### config.mk
export PLATFORM = sky130hd
export DESIGN_NAME = multiplicador_seq
export DESIGN_NICKNAME = d
export VERILOG_FILES = /design/src/rtl/multiplicador_seq.sv
export SDC_FILE = /design/constraint.sdc
export NUM_CORES = 1
export LEC_CHECK = 0
export BUFFER_PORTS_ARGS = -buffer_cell sky130_fd_sc_hd__buf_2
export CELL_PAD_IN_SITES_DETAIL_PLACEMENT = 1
export CELL_PAD_IN_SITES_GLOBAL_PLACEMENT = 1
export CORE_MARGIN = 5
export CORE_UTILIZATION = 41
export DETAILED_ROUTE_END_ITERATION = 8
export PLACE_DENSITY_LB_ADDON = 0.1
export SLEW_MARGIN = 0
export SYNTH_ARGS = -nofsm -noshare
export SYNTH_HDL_FRONTEND = slang
export SYNTH_SLANG_ARGS = --single-unit
### constraint.sdc
create_clock -name clk -period 3.9 [get_ports clk]
set_input_delay 0.78 -clock clk [delete_from_list [all_inputs] [get_ports clk]]
set_output_delay 0.78 -clock clk [all_outputs]
set_load 0.01 [all_outputs]
### src/rtl/multiplicador_seq.sv
// Iterative LARGURA x LARGURA shift-add multiplier, one multiplier bit per clock.
// Signed mode weights the multiplier MSB negatively, so the final partial product is subtracted.
module multiplicador_seq #(
  parameter int LARGURA = 16
) (
  input  logic               clk,
  input  logic               reset,
  input  logic               start,
  input  logic               sinal,
  input  logic [LARGURA-1:0] operando1,
  input  logic [LARGURA-1:0] operando2,
  output logic               busy,
  output logic               done,
  output logic [LARGURA-1:0] mulH,
  output logic [LARGURA-1:0] mulL
);

  localparam int CW = $clog2(LARGURA);
  localparam logic [CW-1:0] ULTIMA = CW'(LARGURA - 1);

  typedef enum logic {
    OCIOSO,
    CALCULA
  } estado_t;

  estado_t                r_estado;
  estado_t                w_prox_estado;
  logic [CW-1:0]          r_cont;
  logic [2*LARGURA-1:0]   r_mcand;
  logic [LARGURA-1:0]     r_mplier;
  logic [2*LARGURA-1:0]   r_acc;
  logic                   r_sinal;
  logic                   r_done;
  logic [LARGURA-1:0]     r_mulH;
  logic [LARGURA-1:0]     r_mulL;

  logic                   w_ultima;
  logic                   w_ext;
  logic [2*LARGURA-1:0]   w_parcial;
  logic [2*LARGURA-1:0]   w_acc_prox;

  assign busy = (r_estado == CALCULA);
  assign done = r_done;
  assign mulH = r_mulH;
  assign mulL = r_mulL;

  always_comb begin
    w_prox_estado = r_estado;
    w_ultima      = (r_estado == CALCULA) && (r_cont == ULTIMA);
    w_ext         = sinal & operando1[LARGURA-1];
    w_parcial     = r_mplier[0] ? r_mcand : '0;
    // Last iteration carries the multiplier sign bit: weight -2^(LARGURA-1) when signed.
    if (w_ultima && r_sinal) begin
      w_acc_prox = r_acc - w_parcial;
    end else begin
      w_acc_prox = r_acc + w_parcial;
    end
    case (r_estado)
      OCIOSO:  if (start)    w_prox_estado = CALCULA;
      CALCULA: if (w_ultima) w_prox_estado = OCIOSO;
      default: w_prox_estado = OCIOSO;
    endcase
  end

  always_ff @(posedge clk or posedge reset) begin
    if (reset) begin
      r_estado <= OCIOSO;
    end else begin
      r_estado <= w_prox_estado;
    end
  end

  always_ff @(posedge clk or posedge reset) begin
    if (reset) begin
      r_cont   <= '0;
      r_mcand  <= '0;
      r_mplier <= '0;
      r_acc    <= '0;
      r_sinal  <= 1'b0;
      r_done   <= 1'b0;
      r_mulH   <= '0;
      r_mulL   <= '0;
    end else begin
      r_done <= 1'b0;
      case (r_estado)
        OCIOSO: begin
          if (start) begin
            r_mcand  <= {{LARGURA{w_ext}}, operando1};
            r_mplier <= operando2;
            r_sinal  <= sinal;
            r_acc    <= '0;
            r_cont   <= '0;
          end
        end
        CALCULA: begin
          r_acc    <= w_acc_prox;
          r_mcand  <= r_mcand << 1;
          r_mplier <= r_mplier >> 1;
          r_cont   <= r_cont + CW'(1);
          if (w_ultima) begin
            {r_mulH, r_mulL} <= w_acc_prox;
            r_done           <= 1'b1;
          end
        end
        default: ;
      endcase
    end
  end

endmodule

==> results of run 1 <==
synthesized netlist by cell type, types with 3 or more instances:
cell,number,area share
clkbuf_1,45,0.024
o21a_1,5,0.0053
nand3_1,6,0.0042
nand4_1,7,0.0061
a31o_2,5,0.0061
a21oi_1,47,0.033
nand2b_1,7,0.0061
a31oi_1,9,0.0079
nor2b_1,3,0.0026
or3_1,6,0.0053
o21ai_0,117,0.082
mux2i_1,32,0.045
dfrtp_1,119,0.42
nor4_1,5,0.0044
o41ai_1,3,0.0037
xnor2_1,27,0.033
a221o_1,16,0.022
inv_1,15,0.0079
a21o_1,5,0.0053
xor2_1,26,0.032
nor2_1,41,0.022
nand2_1,162,0.085
o22ai_1,12,0.011
and3_1,3,0.0026
o21bai_1,5,0.0053
ha_1,33,0.058
nor3_1,11,0.0077
a211oi_1,5,0.0053
o31ai_1,4,0.0042
buf_1,8,0.0042
flip-flops by register name, indices dropped and copies added, names as in the netlist:
signal    count
r_acc        32
r_cont        4
r_mplier     16
mulL         16
busy          1
mulH         16
done          1
r_mcand      32
r_sinal       1
kinds of logic after synthesis:
group                      Yosys count  synth area share
and+or+nand+nor                    266            0.1639
AOI/OAI and AO/OA                  249            0.2104
DFF                                119            0.4176
buffers and inverters               69           0.03737
xor gates and xnor gates            53           0.06510
adders and majority gates           34           0.06071
muxes                               32           0.04492
layer usage:
layer	routed length, um	vias up
met5	0	-
met2	11310	109
met1	11200	3367
met3	770	33
li1	-	3222
met4	391	0
timing repair:
| action | CTS | global route |
|---|---|---|
| pin swaps | 25 | 53 |
| setup endpoints to repair | 25 | 36 |
| resized for setup | 56 | 93 |
| setup buffers | 4 | 16 |
critical path: cells and delay by family (launching register included):
family,cells,cell delay (ps)
AOI/OAI and AO/OA,5,800
xor gates and xnor gates,2,370
adders and majority gates,1,250
buffers and inverters,1,170
DFF,1,380
and+or+nand+nor,6,1920
stage by stage:
| stage | setup WS [ps] | TNS (ps) | utilization | std cells |
|---|---|---|---|---|
| finish | -91.06 | -208.3 | 0.5625 | 1212 |
| global placement | -76.03 | -421.2 | 0.4843 | 1161 |
| detailed placement | -212.0 | -2168 | 0.4843 | 1161 |
| floorplan | 23.30 | 0 | - | 822 |
| CTS | -1.683 | -1.683 | 0.5349 | 1197 |
| global route | -216.4 | -2060 | 0.5625 | 1212 |
how the worst min path moves through the flow:
stage | start | endpoint | cells past startpoint
4_1_cts | mulL[1] | mulL[1] | 2
3_5_place_dp | mulL[1] | mulL[1] | 2
6_report | mulH[11] | mulH[11] | 2
5_1_grt | mulH[3] | mulH[3] | 2
2_1_floorplan | r_mplier[1] | r_mplier[0] | 2
3_3_place_gp | mulL[14] | mulL[14] | 2
area by class of cell:
type / count / area share
Clock inverter: 12 / 0.01334
Sequential cell: 119 / 0.3086
Inverter: 15 / 0.006216
Tap cell: 225 / 0.02914
Multi-Input combinational cell: 634 / 0.4666
Timing Repair Buffer: 187 / 0.1299
Clock buffer: 20 / 0.04623
==> run_results.csv, run 1 <==
group,metric,value,unit
logic_synthesis,ys_seq_elements,119,
die,start_util,0.4151,
logic_synthesis,synth_nets,892,
cells_and_area,nNetsFinal,1044,
cells_and_area,layout_commonest_cell,"nand2_1",
cells_and_area,areaGrowthSynthToFinish,35.50,%
logic_synthesis,synth_edf_count,0,
timing,slew_headroom,0.4265,
worst_setup_path,cp_slowest_cell,"or4_4",
worst_setup_path,reg2reg_to,"mulH[14]",
global_routing,grt-busiest-layer,"met2",
route,wirelength,23670,um
logic_synthesis,yosys_most_used_dff,"dfrtp_1",
cts,cts_max_level,4,
route,wl_per_cell,19.53,um
cells_and_area,multi_input_area,4508,um^2
timing,finalHoldViolCount,0,
route,via_count,6731,
global_routing,grt_pass1_vias,7164,
route,dr.pass1.iters,5,
cells_and_area,seq_area,2982,um^2
timing,tightest_slew,859.3,ps
cells_and_area,n_fill_cell,2008,
cells_and_area,final_area,9662,um^2
worst_setup_path,endpoint,"mulH[14]",
cts,clk_path_buf_depth,2,
global_routing,grt_usage,0.2361,
route,drc,0,
route,postRouteAntennaNets,0,
timing,worst_slack,-91.06,ps
timing,finalClockSkew,11.88,ps
die,core.rowCount,48,
worst_setup_path,crit_fanout,5,
die,dieArea,20130,um^2
worst_setup_path,path_cells,"or3_4, or4_4, or4_4, and3_4, nor2_4, xnor2_2, ha_4, a21oi_1, o21ai_0, nor2_1, a21oi_2, buf_4, a211oi_4, xor2_1, o21ai_0",
outcome,status,"finished with violations",
cells_and_area,n_antenna_cell,0,
worst_setup_path,ff2ff_path_depth,15,
logic_synthesis,synthCells,822,
worst_setup_path,arrival,4300,ps
logic_synthesis,ys_seq_area_frac,0.4176,
global_routing,gr-usage-met2,0.3884,
worst_setup_path,worstSetupStartpoint,"r_mcand[4]",
cts,clkSinkCount,119,
global_routing,use_met1,0.3190,
placement,gp_congestion,0.9289,
global_routing,grtUsageMet3,0.04449,
logic_synthesis,synth_area,7131,um^2
timing,setup_viol_count_final,3,
logic_synthesis,syn_area_per_cell,8.675,um^2
global_routing,grt_overflow,0,
placement,io_buffers,69,
worst_setup_path,crit_required,4210,ps
die,io_pins,70,
worst_setup_path,critPathKind,"flop to flop",
cells_and_area,drive_gt1_frac,0.3303,
placement,placed_cell_area,8318,um^2
timing,final-max-slew-violation-count,0,
global_routing,grt_max_degree,120,
worst_setup_path,reg2reg_slack,-90,ps
timing,whs,472.6,ps
worst_setup_path,startpoint_type,"flop",
worst_setup_path,cpPeakStageDelay,510,ps
worst_setup_path,rr_startpoint,"r_mcand[4]",
logic_synthesis,ys_types,55,
global_routing,grt_pass1_wl,37670,um
cts,root_buffer,"clkbuf_16",
logic_synthesis,ys_warn_count,0,
cts,clk_pin_slew,60,ps
cts,cts_tree,"yes",
timing,timing.final.crit_share,1.023,
die,fp.dieW,141.9,um
cells_and_area,layout_common_cells,"nand2_1, dfrtp_1, buf_4",
timing,grt_setup_unrepaired,"yes",
worst_setup_path,cp-end-kind,"flop",
cts,numCtsBuffers,17,
logic_synthesis,ys_async_sr_fraction,1.000,
global_routing,antenna_found_initial,0,
die,die_h,141.9,um
placement,dp_hpwl,16560,um
run,maxCapViolations,0,
cts,cts_hold_buf,0,
hold_path,hold_path_class,"flop to flop",
route,drt-initial-drc-count,342,
timing,final.min_clock_period,3991,ps
route,viasPerCell,5.554,
die,core_area,17180,um^2
outcome,violations,"negative setup slack",
cts,clock_latency,430,ps
timing,fmax,250.6,MHz
Power of run 1 is left out: the tool's default activity adds up to more than one toggle a clock period on the data nets, which glitch-free logic cannot reach.
==> run 2: changes to the inputs <==
--- a/config.mk
+++ b/config.mk
@@ -10,8 +10,10 @@
 export CELL_PAD_IN_SITES_GLOBAL_PLACEMENT = 1
 export CORE_MARGIN = 5
 export CORE_UTILIZATION = 41
+export CTS_CLUSTER_SIZE = 20
 export DETAILED_ROUTE_END_ITERATION = 8
 export PLACE_DENSITY_LB_ADDON = 0.1
+export RECOVER_POWER = 25
 export SLEW_MARGIN = 0
 export SYNTH_ARGS = -nofsm -noshare
 export SYNTH_HDL_FRONTEND = slang
==> run 2 against run 1 <==
  * Highest routed layer unchanged
  * Non-clock buffer count did not move
  * Critical path depth did not move
  * Sequential cell count did not move
  * Clock skew rose by 0.84 ps
  * The run ends with max-capacitance violations, max-slew violations, negative setup slack left
==> run_results.csv, run 2 (same netlist as run 1, synthesis figures left out) <==
group,metric,value,unit
cells_and_area,n_fill_cell,2010,
placement,gp_congestion,0.9289,
cells_and_area,areaGrowthSynthToFinish,35.27,%
global_routing,grt_usage,0.2361,
route,drt-initial-drc-count,306,
timing,tns,-205.7,ps
worst_setup_path,crit_family,"simple AND/OR/NAND/NOR gates",
timing,worst_slack,-90.83,ps
die,start_util,0.4151,
timing,finalHoldViolCount,0,
hold_path,hold_depth,2,
cts,cts_tree,"yes",
route,route.layer.met1.wl,11040,um
run,maxCapViolations,1,
cts,root_buffer,"clkbuf_16",
timing,final-max-slew-violation-count,120,
cells_and_area,layout_common_cells,"nand2_1, dfrtp_1, buf_4",
timing,slew_headroom,-0.8065,
global_routing,grt_max_degree,120,
timing,timing.final.crit_share,1.023,
worst_setup_path,worstSetupPathDepth,15,
die,die_h,141.9,um
cts,clock_latency,430,ps
timing,tightest_slew,2710,ps
route,via_count,6700,
timing,setup_viol_count_final,3,
route,dr_wl_met3,854,um
worst_setup_path,crit_buf_inv,1,
worst_setup_path,ff2ff_path_depth,15,
worst_setup_path,cp-end-kind,"flop",
route,drc,0,
die,io_pins,70,
timing,finalClockSkew,12.72,ps
route,wl_per_cell,19.50,um
cts,numCtsBuffers,17,
placement,dp_hpwl,16560,um
global_routing,antenna_found_initial,0,
die,dieArea,20130,um^2
cts,cts_max_level,4,
cells_and_area,drive_gt1_frac,0.3293,
worst_setup_path,startpoint_type,"flop",
worst_setup_path,critPathKind,"flop to flop",
worst_setup_path,arrival,4300,ps
worst_setup_path,crit_fanout,5,
outcome,status,"finished with violations",
cts,clk_pin_slew,60,ps
worst_setup_path,path_cells,"or3_4, or4_4, or4_4, and3_4, nor2_4, xnor2_2, ha_4, a21oi_1, o21ai_0, nor2_1, a21oi_2, buf_4, a211oi_4, xor2_1, o21ai_0",
timing,grt_setup_unrepaired,"yes",
outcome,violations,"max-capacitance violations, max-slew violations, negative setup slack",
cts,clk_path_buf_depth,2,
die,core_area,17180,um^2
route,highest_layer,"met4",
cells_and_area,nNetsFinal,1044,
route,postRouteAntennaNets,0,
placement,io_buffers,69,
cells_and_area,n_antenna_cell,0,
worst_setup_path,cp_slowest_cell,"or4_4",
die,core.rowCount,48,
timing,fmax,250.6,MHz
worst_setup_path,cpPeakStageDelay,510,ps
cts,cts_hold_buf,0,
timing,whs,472.8,ps
global_routing,grt_pass1_wl,37670,um
cells_and_area,top_regs,"r_acc (32), r_mcand (32)",
route,dr_wl_met2,11330,um
cts,clkSinkCount,119,
die,fp.dieW,141.9,um
global_routing,grt_overflow,0,
cells_and_area,layout_commonest_cell,"nand2_1",
route,dr.pass1.iters,4,
worst_setup_path,crit_required,4210,ps
route,wirelength,23630,um
hold_path,hold_path_class,"flop to flop",
global_routing,grt_pass1_vias,7164,
route,viasPerCell,5.528,
timing,final.min_clock_period,3991,ps
## run 2: cell count changes in the layout (fill, tap and decap cells not counted)
cell,change
buf_12,-1
clkbuf_1,+1
## run 2: final timing paths
check,from,end,slack (ps)
max,r_mcand[3],mulH[14],-90
min,mulH[11],mulH[11],470
max reg2reg,r_mcand[3],mulH[14],-90
min reg2reg,mulH[11],mulH[11],470
max in group asynchronous,reset,r_mplier[0],780
min in group asynchronous,reset,r_mplier[12],1310
## run 2: area by class of cell
class                   count  area [um^2]  area share
clock buffers              20        446.7     0.04631
inverters                  15        60.06    0.006226
multi-input cells         634         4508      0.4674
flip-flops and latches    119         2982      0.3091
repair buffers            187         1239      0.1284
clock inverters            12        128.9     0.01336
well taps                 225        281.5     0.02919
## run 2: stage by stage
stage	setup WS [ps]	cells	util	area (um^2)
after global placement	-76.03	1161	0.4843	8318
final	-90.83	1212	0.5616	9646
after CTS	-1.683	1197	0.5349	9188
after detailed placement	-212.0	1161	0.4843	8318
after global routing	-216.4	1212	0.5616	9646
after floorplan	23.30	822	-	7147
## run 2: metal layers
metal | vias up | global-route usage
met5 | - | 0
met1 | 3324 | 0.3190
li1 | 3221 | -
met3 | 35 | 0.04449
met4 | 0 | 0.06667
met2 | 120 | 0.3884
## run 2: worst reg2reg max path: stages, from the launching register on
cell	delay, ps
dfrtp_1	390
or3_4	370
or4_4	510
or4_4	430
and3_4	250
nor2_4	130
xnor2_2	160
ha_4	250
a21oi_1	200
o21ai_0	180
nor2_1	210
a21oi_2	90
buf_4	170
a211oi_4	230
xor2_1	210
o21ai_0	100
## run 2: repair_timing
action                     4_1_cts  5_1_grt
setup buffers                    4       16
gates cloned                     0        0
gates resized for setup         56       93
setup endpoints to repair       25       36
pin swaps                       25       53
Power of run 2 is left out for the same reason.
==> run 3: changes to the inputs <==
--- a/config.mk
+++ b/config.mk
@@ -14,6 +14,7 @@
 export DETAILED_ROUTE_END_ITERATION = 8
 export PLACE_DENSITY_LB_ADDON = 0.1
 export RECOVER_POWER = 25
+export SKIP_LAST_GASP = 1
 export SLEW_MARGIN = 0
 export SYNTH_ARGS = -nofsm -noshare
 export SYNTH_HDL_FRONTEND = slang
==> run 3 against run 2 <==
  * Setup slack better by 110 ps
  * The run ends with max-capacitance violations, max-slew violations left
  * Register-to-register slack better by 110 ps
  * Hold slack better by 0.94 ps
  * Cell area down 0.57%
  * Global-route usage about the same
  * Largest cell class unchanged
==> run_results.csv, run 3 (same netlist as run 1, synthesis figures left out) <==
group,metric,value,unit
route,via_count,6695,
route,viasPerCell,5.533,
worst_setup_path,rr_startpoint,"r_mcand[3]",
cells_and_area,nNetsFinal,1042,
cells_and_area,drive_gt1_frac,0.3218,
cells_and_area,layout_commonest_cell,"nand2_1",
timing,setup_viol_count_final,0,
timing,tns,0,ps
cts,numCtsBuffers,17,
cts,root_buffer,"clkbuf_16",
die,core_area,17180,um^2
timing,grt_setup_unrepaired,"yes",
timing,worst_slack,14.50,ps
cells_and_area,top_regs,"r_acc (32), r_mcand (32)",
global_routing,grt_overflow,0,
route,drt-initial-drc-count,329,
run,maxCapViolations,1,
hold_path,hold_path_class,"flop to flop",
worst_setup_path,reg2reg_to,"r_acc[26]",
die,core.rowCount,48,
placement,dp_hpwl,16560,um
cts,clock_latency,440,ps
worst_setup_path,crit_required,4250,ps
hold_path,worst_hold_path.endpoint,"mulL[12]",
timing,final-max-slew-violation-count,120,
die,dieArea,20130,um^2
die,die_h,141.9,um
hold_path,hold_depth,2,
route,dr.pass1.iters,4,
cells_and_area,areaGrowthSynthToFinish,34.50,%
route,drc,0,
timing,final.min_clock_period,3885,ps
global_routing,grt_pass1_vias,7157,
global_routing,grt_usage,0.2357,
cts,clk_path_buf_depth,2,
cells_and_area,layout_common_cells,"nand2_1, dfrtp_1, buf_4",
worst_setup_path,crit_fanout,5,
timing,fmax,257.4,MHz
die,io_pins,70,
timing,whs,473.7,ps
die,fp.dieW,141.9,um
timing,slew_headroom,-0.7699,
global_routing,grt_pass1_wl,37620,um
route,postRouteAntennaNets,0,
placement,post-place-ws,-212.0,ps
placement,io_buffers,69,
timing,finalHoldViolCount,0,
cells_and_area,n_antenna_cell,0,
hold_path,hp-start,"mulL[12]",
cts,clk_pin_slew,60,ps
placement,gp_congestion,0.9289,
global_routing,grt_max_degree,120,
route,wl_per_cell,19.63,um
outcome,violations,"max-capacitance violations, max-slew violations",
worst_setup_path,startpoint_type,"flop",
worst_setup_path,critPathKind,"flop to flop",
cts,clkSinkCount,119,
timing,timing.final.crit_share,0.9963,
timing,finalClockSkew,15.87,ps
worst_setup_path,arrival,4240,ps
global_routing,antenna_found_initial,0,
outcome,status,"finished with violations",
cts,cts_max_level,4,
worst_setup_path,ff2ff_path_depth,16,
worst_setup_path,reg2reg_slack,10,ps
die,start_util,0.4151,
route,wirelength,23750,um
cts,cts_tree,"yes",
worst_setup_path,cp-end-kind,"flop",
timing,tightest_slew,2655,ps
## run 3: area by class of cell
class,count,area (um^2)
Sequential cell,119,2982
Fill cell,2019,7586
Multi-Input combinational cell,634,4464
Timing Repair Buffer,185,1227
Clock inverter,12,128.9
Clock buffer,20,446.7
Tap cell,225,281.5
Inverter,15,60.06
## run 3: what timing repair did
item                       in CTS  in global routing
gates resized for setup        55                 83
setup endpoints to repair      25                 36
buffers inserted                4                 13
pin swaps                      24                 40
hold buffers                    0                  0
## run 3: routing by layer
layer,track usage,vias to the layer above,routed length [um]
li1,-,3209,-
met1,0.3190,3331,11080
met2,0.3879,126,11500
met3,0.04415,29,833
met4,0.06566,0,340
met5,0,-,0
## run 3: how the worst max path moves through the flow
stage,startpoint,endpoint,slack [ps]
after floorplan,r_mcand[4],mulH[11],20
after global placement,r_mcand[4],r_acc[31],-80
after detailed placement,r_mcand[4],r_acc[30],-210
after CTS,r_mcand[6],r_acc[26],-20
after global routing,r_mcand[4],r_acc[30],-140
final,r_mcand[3],r_acc[26],10
## run 3: stage by stage
step | instances | area (um^2) | utilization
2_1_floorplan | 822 | 7147 | -
3_3_place_gp | 1161 | 8318 | 0.4843
3_5_place_dp | 1161 | 8318 | 0.4843
4_1_cts | 1197 | 9175 | 0.5342
5_1_grt | 1210 | 9590 | 0.5583
6_report | 1210 | 9590 | 0.5583
## run 3: worst max-delay path, cell delays in order (launching register included)
cell and delay [ps]:
dfrtp_1 390, or3_4 370, or4_4 500, or4_4 430, and3_4 250, nor2_4 100
xnor2_2 80, ha_4 340, buf_6 110, nand4_1 140, a211oi_2 290, nor2_1 90
a21oi_2 160, buf_6 140, a31oi_4 90, xor2_2 160, o21ai_1 160
Power of run 3 is left out for the same reason.
